**config.mk**
```make
export PLATFORM = sky130hd
export DESIGN_NAME = ula_acumulador
export DESIGN_NICKNAME = d
export VERILOG_FILES = /design/src/rtl/ula_acumulador_pkg.sv /design/src/rtl/ula_acumulador_ula.sv /design/src/rtl/ula_acumulador.sv
export SDC_FILE = /design/constraint.sdc
export NUM_CORES = 1
export LEC_CHECK = 0
export ABC_AREA = 1
export BUFFER_PORTS_ARGS = -buffer_cell sky130_fd_sc_hd__buf_2
export CORE_ASPECT_RATIO = 2
export CORE_MARGIN = 1
export CORE_UTILIZATION = 45
export DETAILED_ROUTE_END_ITERATION = 16
export PLACE_DENSITY = 0.65
export RECOVER_POWER = 50
export SKIP_LAST_GASP = 1
export SYNTH_ARGS = -nofsm -noshare
export SYNTH_HDL_FRONTEND = slang
export SYNTH_SLANG_ARGS = --single-unit
```
**constraint.sdc**
```tcl
create_clock -name clk -period 4.4 [get_ports clk]
set_input_delay 0.44 -clock clk [delete_from_list [all_inputs] [get_ports clk]]
set_output_delay 0.44 -clock clk [all_outputs]
set_load 0.05 [all_outputs]
```
**src/rtl/ula_acumulador_pkg.sv**
```systemverilog
// Shared definitions for the accumulator ALU block: default widths,
// operation codes and FSM state encoding.
package ula_acumulador_pkg;

    localparam int NBITS_PADRAO   = 8;
    localparam int NSELECT_PADRAO = 2;

    // Operation codes applied as (acc op operand)
    typedef enum logic [1:0] {
        OP_AND = 2'b00,
        OP_OR  = 2'b01,
        OP_ADD = 2'b10,
        OP_SUB = 2'b11
    } op_e;

    // FSM state encoding, kept as plain constants for legacy tools
    typedef logic [1:0] estado_t;
    localparam estado_t OCIOSO  = 2'd0;
    localparam estado_t EXECUTA = 2'd1;
    localparam estado_t ENTREGA = 2'd2;

endpackage

```
**src/rtl/ula_acumulador_ula.sv**
```systemverilog
// Combinational ALU (ULA): AND, OR, two's complement ADD and SUB with
// signed overflow detection. Logic operations never report overflow.
module ula_acumulador_ula
    import ula_acumulador_pkg::*;
#(
    parameter int NBITS   = NBITS_PADRAO,
    parameter int NSELECT = NSELECT_PADRAO
) (
    input  logic [NBITS-1:0]   a,
    input  logic [NBITS-1:0]   b,
    input  logic [NSELECT-1:0] f,
    output logic [NBITS-1:0]   y,
    output logic               ovf
);

    op_e op;

    assign op = op_e'(f[1:0]);

    // Result and overflow; overflow looks only at the sign bits of a, b and y
    always_comb begin
        y   = '0;
        ovf = 1'b0;
        case (op)
            OP_AND: y = a & b;
            OP_OR:  y = a | b;
            OP_ADD: begin
                y   = a + b;
                ovf = (a[NBITS-1] == b[NBITS-1]) && (y[NBITS-1] != a[NBITS-1]);
            end
            OP_SUB: begin
                y   = a - b;
                ovf = (a[NBITS-1] != b[NBITS-1]) && (y[NBITS-1] != a[NBITS-1]);
            end
            default: begin
                y   = '0;
                ovf = 1'b0;
            end
        endcase
    end

endmodule

```
**src/rtl/ula_acumulador.sv**
```systemverilog
// Accumulator around the ULA with a valid/ready command port and a
// valid/ready result port. Each command takes three states:
// OCIOSO (accept), EXECUTA (update accumulator), ENTREGA (hold result).
module ula_acumulador
    import ula_acumulador_pkg::*;
#(
    parameter int NBITS   = NBITS_PADRAO,
    parameter int NSELECT = NSELECT_PADRAO
) (
    input  logic                    clk,
    input  logic                    rst_n,
    input  logic                    cmd_valid,
    output logic                    cmd_ready,
    input  logic [NSELECT-1:0]      cmd_op,
    input  logic                    cmd_carrega,
    input  logic signed [NBITS-1:0] cmd_dado,
    output logic                    res_valid,
    input  logic                    res_ready,
    output logic signed [NBITS-1:0] res_dado,
    output logic                    res_flag,
    output logic                    ovf_sticky,
    input  logic                    clr_sticky,
    output logic [7:0]              cnt_ops
);

    estado_t            estado;
    estado_t            prox_estado;
    logic [NBITS-1:0]   acc;
    logic               flag;
    logic [NSELECT-1:0] op_reg;
    logic               carrega_reg;
    logic [NBITS-1:0]   b_reg;
    logic [NBITS-1:0]   ula_y;
    logic               ula_ovf;

    ula_acumulador_ula #(
        .NBITS   (NBITS),
        .NSELECT (NSELECT)
    ) u_ula (
        .a   (acc),
        .b   (b_reg),
        .f   (op_reg),
        .y   (ula_y),
        .ovf (ula_ovf)
    );

    assign res_dado = acc;
    assign res_flag = flag;

    // Next state and handshake outputs decoded from the current state only
    always_comb begin
        prox_estado = estado;
        cmd_ready   = 1'b0;
        res_valid   = 1'b0;
        case (estado)
            OCIOSO: begin
                cmd_ready = 1'b1;
                if (cmd_valid) prox_estado = EXECUTA;
            end
            EXECUTA: prox_estado = ENTREGA;
            ENTREGA: begin
                res_valid = 1'b1;
                if (res_ready) prox_estado = OCIOSO;
            end
            default: prox_estado = OCIOSO;
        endcase
    end

    // State, captured command, accumulator, flags and delivered-result counter
    always_ff @(posedge clk or negedge rst_n) begin
        if (!rst_n) begin
            estado      <= OCIOSO;
            acc         <= '0;
            flag        <= 1'b0;
            op_reg      <= '0;
            carrega_reg <= 1'b0;
            b_reg       <= '0;
            ovf_sticky  <= 1'b0;
            cnt_ops     <= 8'd0;
        end else begin
            estado <= prox_estado;

            if (estado == OCIOSO && cmd_valid) begin
                op_reg      <= cmd_op;
                carrega_reg <= cmd_carrega;
                b_reg       <= cmd_dado;
            end

            if (estado == EXECUTA) begin
                if (carrega_reg) begin
                    acc  <= b_reg;
                    flag <= 1'b0;
                end else begin
                    acc  <= ula_y;
                    flag <= ula_ovf;
                end
            end

            if (estado == EXECUTA && !carrega_reg && ula_ovf) begin
                ovf_sticky <= 1'b1;
            end else if (clr_sticky) begin
                ovf_sticky <= 1'b0;
            end

            if (estado == ENTREGA && res_ready) begin
                cnt_ops <= cnt_ops + 8'd1;
            end
        end
    end

endmodule

```
=== Word-level counts from Yosys, hierarchy flattened ===
Index checks and enable logic that the tools add are counted.
W data, S select, Z words.

* Bits in registers: 31
* Latch bits: 0
* RAM bits: 0
* Bits in read-only memories: 0
* Bits of input ports: 16
* Output and inout port bits: 20
* Logic and storage cells: 46
* Memories kept: 0

* $add $sub $neg: 3
* Multipliers: 0
* Divide/modulo/power cells: 0
* Magnitude comparators: 0
* Eq/ne operators: 11
* Shift operators: 0
* Mux-type cells: 11
* Bitwise operators: 2
* Reduce and logical (&&, ||, !) cells: 11

{| class="wikitable"
|+ Operators with widths
! kind !! count
|-
| $pmux W8 S4 || 1
|-
| $add A8 B1 Y8 const B || 1
|-
| $add A8 B8 Y8 || 1
|-
| $and A8 B8 Y8 || 1
|-
| $mux W8 || 1
|-
| $or A8 B8 Y8 || 1
|-
| $sub A8 B8 Y8 || 1
|-
| $eq A2 B2 Y1 const B || 3
|-
| $logic_and A1 B1 Y1 || 6
|-
| $pmux W2 S3 || 1
|-
| $mux W1 || 5
|-
| $eq A2 B1 Y1 const B || 2
|-
| $logic_not A2 Y1 || 2
|-
| $mux W2 || 2
|-
| $ne A2 B2 Y1 const B || 2
|-
| $ne A1 B1 Y1 || 3
|-
| $pmux W1 S2 || 1
|-
| $reduce_and A2 Y1 || 1
|-
| $reduce_bool A2 Y1 || 1
|-
| $eq A1 B1 Y1 || 1
|-
| $logic_not A1 Y1 || 1
|}

=== Depth between registers and ports, before layout ===
* Depth after elaboration: 6
* Gate-level depth with buffers: 14
* Mapped depth without buffers: 13

=== By module ===
A second synthesis with hierarchy kept.

* Cell total of the unflattened synthesis: 333
* Area total of the unflattened synthesis: 2,396.0 µm²

{| class="wikitable"
|+ Modules (own cells, without submodules)
! module !! times used !! cells an instance !! area each (µm²) !! seq. area each (µm²)
|-
| ula_acumulador || 1 || 148 || 1,332.5 || 775.7
|-
| ula_acumulador_ula || 1 || 185 || 1,063.5 || 0.0
|}

=== Worst setup path before layout ===
OpenSTA, ideal clock, no wires.

* Kind: register -> register
* Start: register acc[0] (netlist: res_dado[0])
* End: register acc[2] (netlist: res_dado[2])
* Library setup time: 132 ps
* Arrival time: 1,927 ps
* Required time: 4,268 ps
* Slack: 2,341 ps
* Stages on the path, launching flop included: 8
* Buffers on the path: 0
* Clock period less this slack: 2,059 ps
* Cell sequence: dfrtp_1 > ha_1 > fa_1 > or2_2 > nand3_1 > nand3_1 > o21ai_1 > o211ai_1

* Cells in the longest elaborated chain, start to end: 3
* Elaborated cells between the ends (all ways): 4
* Classes of those cells: 2 x add/sub; 2 x mux

{| class="wikitable"
|+ Ends and longest elaborated chain
! item !! RTL line !! text
|-
| start: declaration || ula_acumulador.sv:28 || <nowiki>logic [NBITS-1:0] acc;</nowiki>
|-
| start signal: assignment || ula_acumulador.sv:91 || <nowiki>acc <= b_reg;</nowiki>
|-
| start signal: assignment || ula_acumulador.sv:94 || <nowiki>acc <= ula_y;</nowiki>
|-
| $sub A8 B8 Y8 or $add A8 B8 Y8 (tied branches) || ula_acumulador_ula.sv:32, ula_acumulador_ula.sv:28 ||
|-
| $pmux W8 S4 * || ula_acumulador_ula.sv:24 || <nowiki>case (op)</nowiki>
|-
| $mux W8 * || ula_acumulador.sv:90 || <nowiki>if (carrega_reg) begin</nowiki>
|}

Every way passes the cells marked *; elsewhere a longest branch is shown, timed or not.
A chain may end at the register's enable or synchronous reset.

=== Worst setup path in the final report ===
Same ends and word-level chain as after synthesis.

==> results.cfg <==
[floorplanning]
die_w_um = 54.63
die_h_um = 107.3
core-area_sq_mm = 0.005373
pin_count = 36
die_area_sq_mm = 0.005859
rows = 38
start_util = 0.4639

[setup_path]
arrival_ns = 2.19
r2r_setup_slack_ns = 2.38
required_ns = 4.57
start_kind = flip-flop
reg2reg_from = res_dado[0]
endpoint = res_dado[2]
crit_path_end_kind = flip-flop
reg2reg_depth = 7
r2r-end = res_dado[2]
critPathLaunch = res_dado[0]
criticalPathCategory = flip-flop to flip-flop
crit_path_max_fanout = 4

[worst_hold_path]
hold_path_startpoint = cmd_carrega
hold_class = input pin to flip-flop

[timing]
slew_headroom = -0.1003
rsz0062_at_grt = false
max_freq_ghz = 0.4954
timing.final.crit_period_ns = 2.019
tightestPinTransition_ns = 1.650
fin_setup_tns_ns = 0
finalClockSkew_ns = 0.003856
finalMaxSlewViolations = 32
hold_violations = 0
setup_viol = 0
timing.final.crit_share = 0.4588

[routing]
antenna_left = 0
drc = 0
via_per_inst = 5.086
routed_wirelength_mm = 6.256
post_drt_wl_per_cell_um = 14.48
drt-pass1-iter-count = 4
drt_iter0_drc = 58
vias = 2197

[synthesis]
seq_area_frac_synth = 0.3112
ys_ff_latch = 31
synth_edf_count = 0
yosys_warnings = 0
synth_top_flop_cell = dfrtp_1
synth_area_leaders = dfrtp_1 (31%), nand2_1 (13%), ha_1 (12%), nand3_1 (7.2%), inv_1 (6.5%)
synthesis.area_sq_mm = 0.002492
yosys.area.top_type = dfrtp_1
async_reset_ff_frac = 1.000
postSynthCellCount = 338
netlist.area_leader.share = 0.3112
syn_avg_cell_area_sq_um = 7.374
syn_nets = 380
yosysUniqueCellTypes = 36

[outcome]
status = finished, violations left
violations = max-capacitance violations, max-slew violations

[layout]
drive_above_1_share = 0.1882
mostFrequentLayoutCells = nand2_1 (85), inv_1 (43), nand3_1 (37)
syn2layout_area_growth_pct = 10.24
antennaDiodeCount = 0
instances_no_fill = 432
layout_commonest_cell = nand2_1
multi_input_area_sq_mm = 0.001421
fill_cells = 569
regArea_sq_um = 775.7
nNetsFinal = 413

[clocking]
root_buffer = clkbuf_8
ctsHoldBuffers = 0
cts_buffer_depth = 2
path_clk_slew_ns = 0.06
cts.repair.resized = 0
clock_latency_ns = 0.30
clock_sinks = 31
cts_tree = built
postCtsSetupBuffers = 0
cts-buffers-inserted = 5
h-tree-depth = 2

[pwr]
p_clk_frac = 0.105
p_leak_nw = 1.510
switching_share = 0.5673
p_int_mw = 1.032
powerDensity_mw_per_mm2 = 868.4
p_comb_frac = 0.663
seqPwrFrac = 0.232
ir_worst_vdd_mv = 0.5097
switchingPower_mw = 1.354

[global_routing]
grt_pass1_vias = 2269
grt_use_total = 0.2515
grt-ovfl-total = 0
antenna_found_initial = 0
grt_pass1_wl_mm = 10.34
grt_start_max_net_pins = 32

[placement]
portBuffers = 35
hpwl_mm = 4.983
placedCellCount = 424
routabilityCongestion = 1.004

[flow_run]
cap_violations = 1
==> logic make-up (layout without fill, tap and decap cells) <==
group | Yosys count | in the layout | synth area share
xor+xnor | 8 | 8 | 0.03113
buf+inv | 62 | 96 | 0.1094
mux | 1 | 1 | 0.004518
compound gates | 35 | 35 | 0.08334
flops | 31 | 31 | 0.3112
fa+ha+maj | 26 | 26 | 0.1365
simple gates | 175 | 175 | 0.3238
==> how the worst min path moves through the flow <==
stage	to	slack, ns	depth (start not counted)
2_1_floorplan	b_reg[0]	0.14	0
6_report	carrega_reg	0.33	3
3_3_place_gp	ovf_sticky	0.48	2
4_1_cts	cnt_ops[5]	0.20	1
5_1_grt	carrega_reg	0.34	3
3_5_place_dp	ovf_sticky	0.48	2
==> through the flow <==
step / util / cell area (sq um) / total power, mW / setup WS (ns) / hold WS (ns)
after floorplan: - / 2492 / 1.829 / 2.341 / 0.1444
after global placement: 0.4977 / 2674 / 2.130 / 2.382 / 0.4793
after detailed placement: 0.4977 / 2674 / 2.148 / 2.395 / 0.4839
after CTS: 0.5163 / 2774 / 2.410 / 2.380 / 0.1959
after global routing: 0.5114 / 2748 / 2.608 / 2.237 / 0.3440
final: 0.5114 / 2748 / 2.386 / 2.381 / 0.3326
==> Yosys cell counts, types with 4 or more instances <==
library cell,number
nand4_1,5
inv_2,8
nor2_2,6
buf_2,4
ha_1,24
nand2_2,8
nand3_1,36
a21oi_1,8
dfrtp_1,31
xor2_1,4
nand2_1,84
inv_1,43
a31oi_1,6
nor2_1,26
o21ai_0,14
==> layout make-up <==
cell class                 instances  area share
tap                               60     0.02732
multi-input combinational        245      0.5173
sequential                        31      0.2823
timing repair buffer              35     0.06239
inverter                          53     0.07423
clock buffer                       8     0.03643
==> power by group through the flow <==
| stage | clock, mW | combinational (mW) | sequential, mW |
|---|---|---|---|
| after floorplan | 0 | 1.12 | 0.707 |
| after global placement | 0 | 1.57 | 0.556 |
| after detailed placement | 0 | 1.59 | 0.562 |
| after CTS | 0.259 | 1.59 | 0.558 |
| after global routing | 0.265 | 1.77 | 0.573 |
| final | 0.250 | 1.58 | 0.554 |
==> critical path, stage by stage (launching register included) <==
cell      delay, ns
dfrtp_1        0.42
ha_1           0.30
fa_1           0.48
or2_2          0.32
nand3_1        0.07
nand3_1        0.08
o21ai_1        0.12
o211ai_1       0.10
==> layer usage <==
metal | share of wire | track usage | vias up
met4 | 0.026 | 0.1117 | 0
li1 | - | - | 1126
met3 | 0.032 | 0.02966 | 9
met5 | 0 | 0 | -
met2 | 0.56 | 0.4621 | 52
met1 | 0.38 | 0.2616 | 1010
Note: power is estimated with default switching activity, not from simulation.
